===== src/rtl/nn_stream_upscaler_if.sv =====
// ---------------------------------------------------------------------------
// nn_stream_upscaler_if
// Bundles the input pixel stream (s_*) and output pixel stream (m_*) of
// nn_stream_upscaler into a single interface.
//   slave  : view taken by the upscaler (consumes s_*, produces m_*)
//   master : view taken by the surrounding logic (pixel source + writer)
// Signals:
//   s_data  [DATA_W] input pixel          s_valid  input pixel valid
//   s_ready          block accepts s_data m_data   [DATA_W] output pixel
//   m_valid          output pixel valid   m_ready  downstream accepts m_data
//   m_last           final output pixel of a frame
// ---------------------------------------------------------------------------
interface nn_stream_upscaler_if #(
  parameter int DATA_W = 8
);
  logic [DATA_W-1:0] s_data;
  logic              s_valid;
  logic              s_ready;
  logic [DATA_W-1:0] m_data;
  logic              m_valid;
  logic              m_ready;
  logic              m_last;

  modport slave (
    input  s_data, s_valid, m_ready,
    output s_ready, m_data, m_valid, m_last
  );

  modport master (
    output s_data, s_valid, m_ready,
    input  s_ready, m_data, m_valid, m_last
  );
endinterface


===== src/rtl/nn_stream_upscaler.sv =====
// ---------------------------------------------------------------------------
// nn_stream_upscaler
// Nearest-neighbour upscaler for a raster grayscale pixel stream. Input rows
// are captured into a two-bank (ping-pong) line buffer; each buffered row is
// replayed SCALE_V times with every pixel repeated SCALE_H times.
// Ports:
//   clk             rising-edge clock
//   rst             asynchronous reset, active low
//   bus (slave)     s_data/s_valid/s_ready input stream,
//                   m_data/m_valid/m_ready/m_last output stream (registered)
// Optional (macro UPS_FRAME_STATS_EN):
//   frame_done      one-cycle pulse after each m_last transfer
//   frame_cnt[16]   count of m_last transfers, wraps at 65535
// ---------------------------------------------------------------------------
module nn_stream_upscaler #(
  parameter int DATA_W  = 8,
  parameter int IMG_W   = 128,
  parameter int IMG_H   = 72,
  parameter int SCALE_H = 3,
  parameter int SCALE_V = 3
) (
  input  logic                clk,
  input  logic                rst,
  nn_stream_upscaler_if.slave bus
`ifdef UPS_FRAME_STATS_EN
  ,
  output logic                frame_done,
  output logic [15:0]         frame_cnt
`endif
);

  localparam int COL_W = (IMG_W   > 1) ? $clog2(IMG_W)   : 1;
  localparam int ROW_W = (IMG_H   > 1) ? $clog2(IMG_H)   : 1;
  localparam int HR_W  = (SCALE_H > 1) ? $clog2(SCALE_H) : 1;
  localparam int VR_W  = (SCALE_V > 1) ? $clog2(SCALE_V) : 1;

  localparam logic [COL_W-1:0] LAST_COL = COL_W'(IMG_W - 1);
  localparam logic [ROW_W-1:0] LAST_ROW = ROW_W'(IMG_H - 1);
  localparam logic [HR_W-1:0]  LAST_HR  = HR_W'(SCALE_H - 1);
  localparam logic [VR_W-1:0]  LAST_VR  = VR_W'(SCALE_V - 1);

  typedef enum logic {ST_IDLE, ST_EMIT} state_e;

  // Line buffer
  logic [DATA_W-1:0] r_mem [2][IMG_W];
  logic [1:0]        r_full;

  // Write side
  logic              r_en;
  logic              r_wr_bank;
  logic [COL_W-1:0]  r_wr_col;
  logic              w_s_fire;
  logic              w_wr_row_end;

  // Read side
  state_e            r_state;
  state_e            w_state_nxt;
  logic              r_rd_bank;
  logic [HR_W-1:0]   r_h_rep;
  logic [COL_W-1:0]  r_rd_col;
  logic [VR_W-1:0]   r_v_rep;
  logic [ROW_W-1:0]  r_rd_row;
  logic              w_load;
  logic              w_row_end;
  logic              w_frame_end;

  // Output register
  logic [DATA_W-1:0] r_m_data;
  logic              r_m_valid;
  logic              r_m_last;

  // r_en keeps s_ready low until the first clock after reset release.
  assign bus.s_ready   = r_en && !r_full[r_wr_bank];
  assign w_s_fire      = bus.s_valid && bus.s_ready;
  assign w_wr_row_end  = w_s_fire && (r_wr_col == LAST_COL);

  assign bus.m_data    = r_m_data;
  assign bus.m_valid   = r_m_valid;
  assign bus.m_last    = r_m_last;

  always_ff @(posedge clk) begin
    if (w_s_fire) r_mem[r_wr_bank][r_wr_col] <= bus.s_data;
  end

  always_ff @(posedge clk or negedge rst) begin
    if (!rst) begin
      r_en      <= 1'b0;
      r_wr_bank <= 1'b0;
      r_wr_col  <= '0;
    end else begin
      r_en <= 1'b1;
      if (w_s_fire) begin
        if (r_wr_col == LAST_COL) begin
          r_wr_col  <= '0;
          r_wr_bank <= ~r_wr_bank;
        end else begin
          r_wr_col <= r_wr_col + 1'b1;
        end
      end
    end
  end

  // Set and clear always target different banks: the write bank is never
  // full while being written, the read bank is full while being read.
  always_ff @(posedge clk or negedge rst) begin
    if (!rst) begin
      r_full <= '0;
    end else begin
      if (w_wr_row_end) r_full[r_wr_bank] <= 1'b1;
      if (w_row_end)    r_full[r_rd_bank] <= 1'b0;
    end
  end

  always_ff @(posedge clk or negedge rst) begin
    if (!rst) r_state <= ST_IDLE;
    else      r_state <= w_state_nxt;
  end

  always_comb begin
    w_state_nxt = r_state;
    w_load      = 1'b0;
    w_row_end   = 1'b0;
    w_frame_end = 1'b0;
    case (r_state)
      ST_IDLE: begin
        if (r_full[r_rd_bank]) w_state_nxt = ST_EMIT;
      end
      ST_EMIT: begin
        w_load      = !r_m_valid || bus.m_ready;
        w_row_end   = w_load && (r_h_rep == LAST_HR) && (r_rd_col == LAST_COL)
                      && (r_v_rep == LAST_VR);
        w_frame_end = w_row_end && (r_rd_row == LAST_ROW);
        // Continue straight into the other bank when it is already waiting.
        if (w_row_end && !r_full[~r_rd_bank]) w_state_nxt = ST_IDLE;
      end
    endcase
  end

  always_ff @(posedge clk or negedge rst) begin
    if (!rst) begin
      r_rd_bank <= 1'b0;
      r_h_rep   <= '0;
      r_rd_col  <= '0;
      r_v_rep   <= '0;
      r_rd_row  <= '0;
    end else if (w_load) begin
      if (r_h_rep != LAST_HR) begin
        r_h_rep <= r_h_rep + 1'b1;
      end else begin
        r_h_rep <= '0;
        if (r_rd_col != LAST_COL) begin
          r_rd_col <= r_rd_col + 1'b1;
        end else begin
          r_rd_col <= '0;
          if (r_v_rep != LAST_VR) begin
            r_v_rep <= r_v_rep + 1'b1;
          end else begin
            r_v_rep   <= '0;
            r_rd_bank <= ~r_rd_bank;
            if (r_rd_row != LAST_ROW) r_rd_row <= r_rd_row + 1'b1;
            else                      r_rd_row <= '0;
          end
        end
      end
    end
  end

  always_ff @(posedge clk or negedge rst) begin
    if (!rst) begin
      r_m_data  <= '0;
      r_m_valid <= 1'b0;
      r_m_last  <= 1'b0;
    end else if (!r_m_valid || bus.m_ready) begin
      r_m_valid <= w_load;
      r_m_last  <= w_frame_end;
      if (w_load) r_m_data <= r_mem[r_rd_bank][r_rd_col];
    end
  end

`ifdef UPS_FRAME_STATS_EN
  logic        r_frame_done;
  logic [15:0] r_frame_cnt;
  logic        w_last_xfer;

  assign w_last_xfer = r_m_valid && bus.m_ready && r_m_last;
  assign frame_done  = r_frame_done;
  assign frame_cnt   = r_frame_cnt;

  always_ff @(posedge clk or negedge rst) begin
    if (!rst) begin
      r_frame_done <= 1'b0;
      r_frame_cnt  <= '0;
    end else begin
      r_frame_done <= w_last_xfer;
      if (w_last_xfer) r_frame_cnt <= r_frame_cnt + 16'd1;
    end
  end
`endif

endmodule

===== src/flat_wrapper.sv =====
// flat-port wrapper written by rule: the top's interface ports become plain ports
module nn_stream_upscaler_flat 
#(
  parameter int DATA_W  = 8,
  parameter int IMG_W   = 128,
  parameter int IMG_H   = 72,
  parameter int SCALE_H = 3,
  parameter int SCALE_V = 3
)
  (clk, rst, bus_s_data, bus_s_valid, bus_m_ready, bus_s_ready, bus_m_data, bus_m_valid, bus_m_last);
  nn_stream_upscaler_if #(.DATA_W(DATA_W)) bus_i ();
  input  logic clk;
  input  logic rst;
  input wire logic [$bits(bus_i.s_data)-1:0] bus_s_data;
  input wire logic [$bits(bus_i.s_valid)-1:0] bus_s_valid;
  input wire logic [$bits(bus_i.m_ready)-1:0] bus_m_ready;
  output wire logic [$bits(bus_i.s_ready)-1:0] bus_s_ready;
  output wire logic [$bits(bus_i.m_data)-1:0] bus_m_data;
  output wire logic [$bits(bus_i.m_valid)-1:0] bus_m_valid;
  output wire logic [$bits(bus_i.m_last)-1:0] bus_m_last;
  assign bus_i.s_data = bus_s_data;
  assign bus_i.s_valid = bus_s_valid;
  assign bus_i.m_ready = bus_m_ready;
  assign bus_s_ready = bus_i.s_ready;
  assign bus_m_data = bus_i.m_data;
  assign bus_m_valid = bus_i.m_valid;
  assign bus_m_last = bus_i.m_last;
  nn_stream_upscaler #(.DATA_W(DATA_W), .IMG_W(IMG_W), .IMG_H(IMG_H), .SCALE_H(SCALE_H), .SCALE_V(SCALE_V)) u_core (.clk(clk), .rst(rst), .bus(bus_i));
endmodule

===== config.mk =====
export PLATFORM = sky130hd
export DESIGN_NAME = nn_stream_upscaler_flat
export DESIGN_NICKNAME = d
export VERILOG_FILES = /design/src/rtl/nn_stream_upscaler_if.sv /design/src/rtl/nn_stream_upscaler.sv /design/src/flat_wrapper.sv
export SDC_FILE = /design/constraint.sdc
export NUM_CORES = 2
export LEC_CHECK = 0
export ABC_CLOCK_PERIOD_IN_PS = 3300
export BUFFER_PORTS_ARGS = -buffer_cell sky130_fd_sc_hd__buf_2
export CAP_MARGIN = 25
export CORE_ASPECT_RATIO = 0.8
export CORE_MARGIN = 2
export CORE_UTILIZATION = 31
export CTS_CLUSTER_SIZE = 30
export DETAILED_ROUTE_END_ITERATION = 8
export GPL_ROUTABILITY_DRIVEN = 1
export PLACE_DENSITY = 0.42
export SETUP_SLACK_MARGIN = 0.02
export SYNTH_ARGS = -nofsm -noshare
export SYNTH_HDL_FRONTEND = slang
export SYNTH_SLANG_ARGS = --single-unit

===== constraint.sdc =====
create_clock -name clk -period 3.3 [get_ports clk]
set_clock_uncertainty 0.1 [all_clocks]
set_input_delay 0.825 -clock clk [delete_from_list [all_inputs] [get_ports clk]]
set_output_delay 0.825 -clock clk [all_outputs]
set_load 0.05 [all_outputs]

==> summary.md <==
| Metric | Value |
|---|---|
| CP Max Fanout | `7` |
| CTS buffer count | `~220` |
| Lkg Pwr | `around 33 nW` |
| Die height | `463 um` |
| Most numerous cell in the Yosys netlist | `edfxtp_1` |
| Final GP Congestion | `~0.83` |
| Final setup viols | `0` |
| GRT Total Usage | `roughly a fifth` |
| Design Area, Final | `98900 sq um` |
| Initial antenna violation count | `21` |
| Skew-Pair Late Insertion Delay | `0.90 ns` |
| First-pass detailed-route iteration total | `5` |
| First-pass GRT wire length | `about 370 mm` |
| CP Data Required Time | `3.95 ns` |
| DRC errors left | `0` |
| Post-synth design cell area | `just over 80000 sq um` |
| DP Wirelength | `between 150 and 200 mm` |
| CTS Root Cell | `clkbuf_16` |
| IO Pins | `23` |
| Placement Rows | `approximately 170` |
| Unique cell type count in the Yosys netlist | `slightly above 70` |
| Post-synth EDFFs | `2048` |
| Crit Path Class | `flop to flop` |
| Switching share of power | `30.0%` |
| DRT antenna net count | `0` |
| Yosys warns | `0` |
| Drt via density | `approximately 5.2` |
| Final hold vios | `0` |
| CTS clk-pin slew, worst paths | `0.06 ns` |
| DRT iter0 DRCs | `4765` |
| Final wirelength | `between 200 and 300 mm` |
| Slew HR | `a little over a third` |
| Switch Pwr | `21.0 mW` |
| Net count, final | `about 4700` |
| Comb pwr share | `23.2%` |
| Crit path DAT | `approximately 3.9 ns` |
| Post-synth top area share | `75.2%` |
| Max-slew violations | `0` |
| Layout overhead on the synthesized area | `20.9%` |
| Final period util | `~100%` |
| Crit end category | `flop` |
| Final core utilization | `between 30% and 40%` |
| Fin Setup TNS | `0 ns` |
| Fmax | `approximately 310 MHz` |
| Peak VDD IR | `about 0.54 mV` |
| Ys async rst share | `under 10%` |
| Core area | `about 260000 sq um` |
| Largest net degree at the start of global routing | `about 110` |
| Main synth FF type | `edfxtp_1` |
| Max-cap violations | `0` |
| Pwr Density | `approximately 710 nW/um^2` |
| Die area | `~270000 sq um` |
| Synth area leaders | `edfxtp_1 75%, mux4_2 14%, mux2i_1 1.5%` |
| CTS tree | `done` |
| Least-Margin Pin Slew | `about 0.97 ns` |
| Vias in the first global route | `~43000` |
| Status | `complete, no violations` |
| Post-Syn Area per Cell | `20.7 sq um` |
| RSZ-0062 raised after global routing | `true` |
| Power consumption | `between 60 and 70 mW` |
| Final worst path period need | `around 3.3 ns` |
| Die width | `a little under 600 um` |
| Port buffer count | `22` |
| Worst Setup Start Kind | `flop` |
| Post-Syn Nets | `between 3000 and 4000` |
| H-tree lvl count | `4` |
| Share of power burned in registers | `between 40% and 50%` |
| Clk sinks | `between 2000 and 2500` |
| Most common library cells after synthesis | `2048 x edfxtp_1, 511 x mux4_2, 317 x nor2_1, 235 x nand2_1, 121 x mux2i_1` |
| Largest area contributor in the netlist | `edfxtp_1` |
| Clock network fraction of design power | `34.5%` |
| Share of post-route cells with drive strength above 1 | `between 30% and 40%` |
| Internal power | `between 40 and 50 mW` |
| Via count | `43500` |
| Syn Inst Count | `~4000` |
| Longest Clk Path Bufs | `4` |
| GR Overflow Total | `0` |
| Placed cell area | `~90000 sq um` |
| Seq/Total Area, Yosys | `76.5%` |
| Hold WC Path Type | `primary input to flop` |
| Starting Density | `31.2%` |
| WL/cell | `32.2 um` |
| #FFs+latches synth | `approximately 2100` |
timing repair:
item | CTS | global route
buffers inserted | 7 | 22
setup endpoints to repair | 8 | 8
hold buffers | 1 | 0
resized for setup | 30 | 46
cloned | 0 | 4
hold endpoints to repair | 30 | 0
pin swaps | 2 | 4
power by group through the flow:
stage          Clock, mW  Sequential [mW]  Combinational [mW]
5_1_grt             25.7             29.6                16.8
3_3_place_gp           0             30.2                16.0
4_1_cts             24.7             29.6                16.2
3_5_place_dp           0             30.2                16.0
6_report            24.1             29.6                16.2
2_1_floorplan          0             30.1                7.06
stage by stage:
step | instances | worst slack [ns] | hold WS (ns)
CTS | 8321 | 0.0182 | 0.224
finish | 8351 | 0.0273 | 0.301
floorplan | 3957 | 0.352 | 0.358
global placement | 7926 | -0.425 | 0.379
detailed placement | 7926 | -0.395 | 0.374
global route | 8349 | -0.0148 | 0.243
path summary, 6_finish.rpt:
check                                         from                    to  slack [ns]  cells past startpoint
worst max-delay path              u_core.r_rd_bank  u_core.bus.m_data[3]        0.03                      8
max in group asynchronous                      rst  u_core.bus.m_data[6]        1.85                      3
worst max register to register    u_core.r_rd_bank  u_core.bus.m_data[3]        0.03                      8
min in group asynchronous                      rst    u_core.r_rd_row[5]        0.51                      2
worst min-delay path                 bus_s_data[2]  u_core.r_mem[0][386]        0.30                      1
worst min register to register  u_core.r_rd_row[2]    u_core.r_rd_row[2]        0.39                      1
routing by layer:
metal	share of wire (%)	up-vias	global-route usage, %
met5	0.0048	-	0
met4	2.1	2	4.08
met3	6.0	288	3.09
met2	44	1467	29.1
met1	48	23900	30.9
li1	-	17800	-
state kept, by name, indices dropped and copies added (netlist names):
name,cells
u_core.r_wr_bank,1
u_core.r_rd_row,7
u_core.r_v_rep,2
u_core.bus.m_last,1
u_core.r_full,2
u_core.r_mem,2048
u_core.r_rd_col,7
u_core.bus.m_valid,1
u_core.bus.m_data,8
u_core.r_en,1
u_core.r_rd_bank,1
u_core.r_h_rep,2
u_core.r_wr_col,7
u_core.r_state,1
cell families after synthesis:
family                   synth area share, %
XOR/XNOR                               0.139
multiplexers                            15.8
buffers and inverters                   1.70
other                                0.00459
adder cells (fa/ha/maj)               0.0459
flip-flops                              76.5
AND/OR/NAND/NOR                         3.76
AO/OA/AOI/OAI                           2.03
cell type report:
type / instances / area [sq um]
Fill cell: 23900 / 163000
Sequential cell: 2089 / 62500
Multi-Input combinational cell: 1619 / 18100
Timing Repair Buffer: 759 / 7000
Clock buffer: 269 / 5630
Tap cell: 3485 / 4360
Clock inverter: 118 / 1180
Inverter: 8 / 40.0
Antenna cell: 4 / 10.0
cell usage in the layout, fill, tap and decap left out, drive strengths merged, types with 11 or more instances in the layout:
master,count
edfxtp,2048
buf,749
mux4,516
nor2,317
clkbuf,278
nand2,235
mux2i,121
clkinv,86
nand3,58
a21oi,43
dfrtp,41
o21ai,28
o221ai,24
bufinv,21
a31oi,19
o22ai,17
and3,16
nor3,16
a211oi,16
and2,15
nor2b,15
nand4,13
a22oi,13
a32oi,11
inv,11
critical path: stages, from the launching register on:
cell and delay (ns):
dfrtp_4 0.46, buf_12 0.19, clkbuf_16 0.21, buf_4 0.12, mux4_2 0.49, mux4_2 0.63
a22oi_2 0.30, nor2_1 0.07, or4_1 0.52
Note: power is estimated with default switching activity, not from simulation.
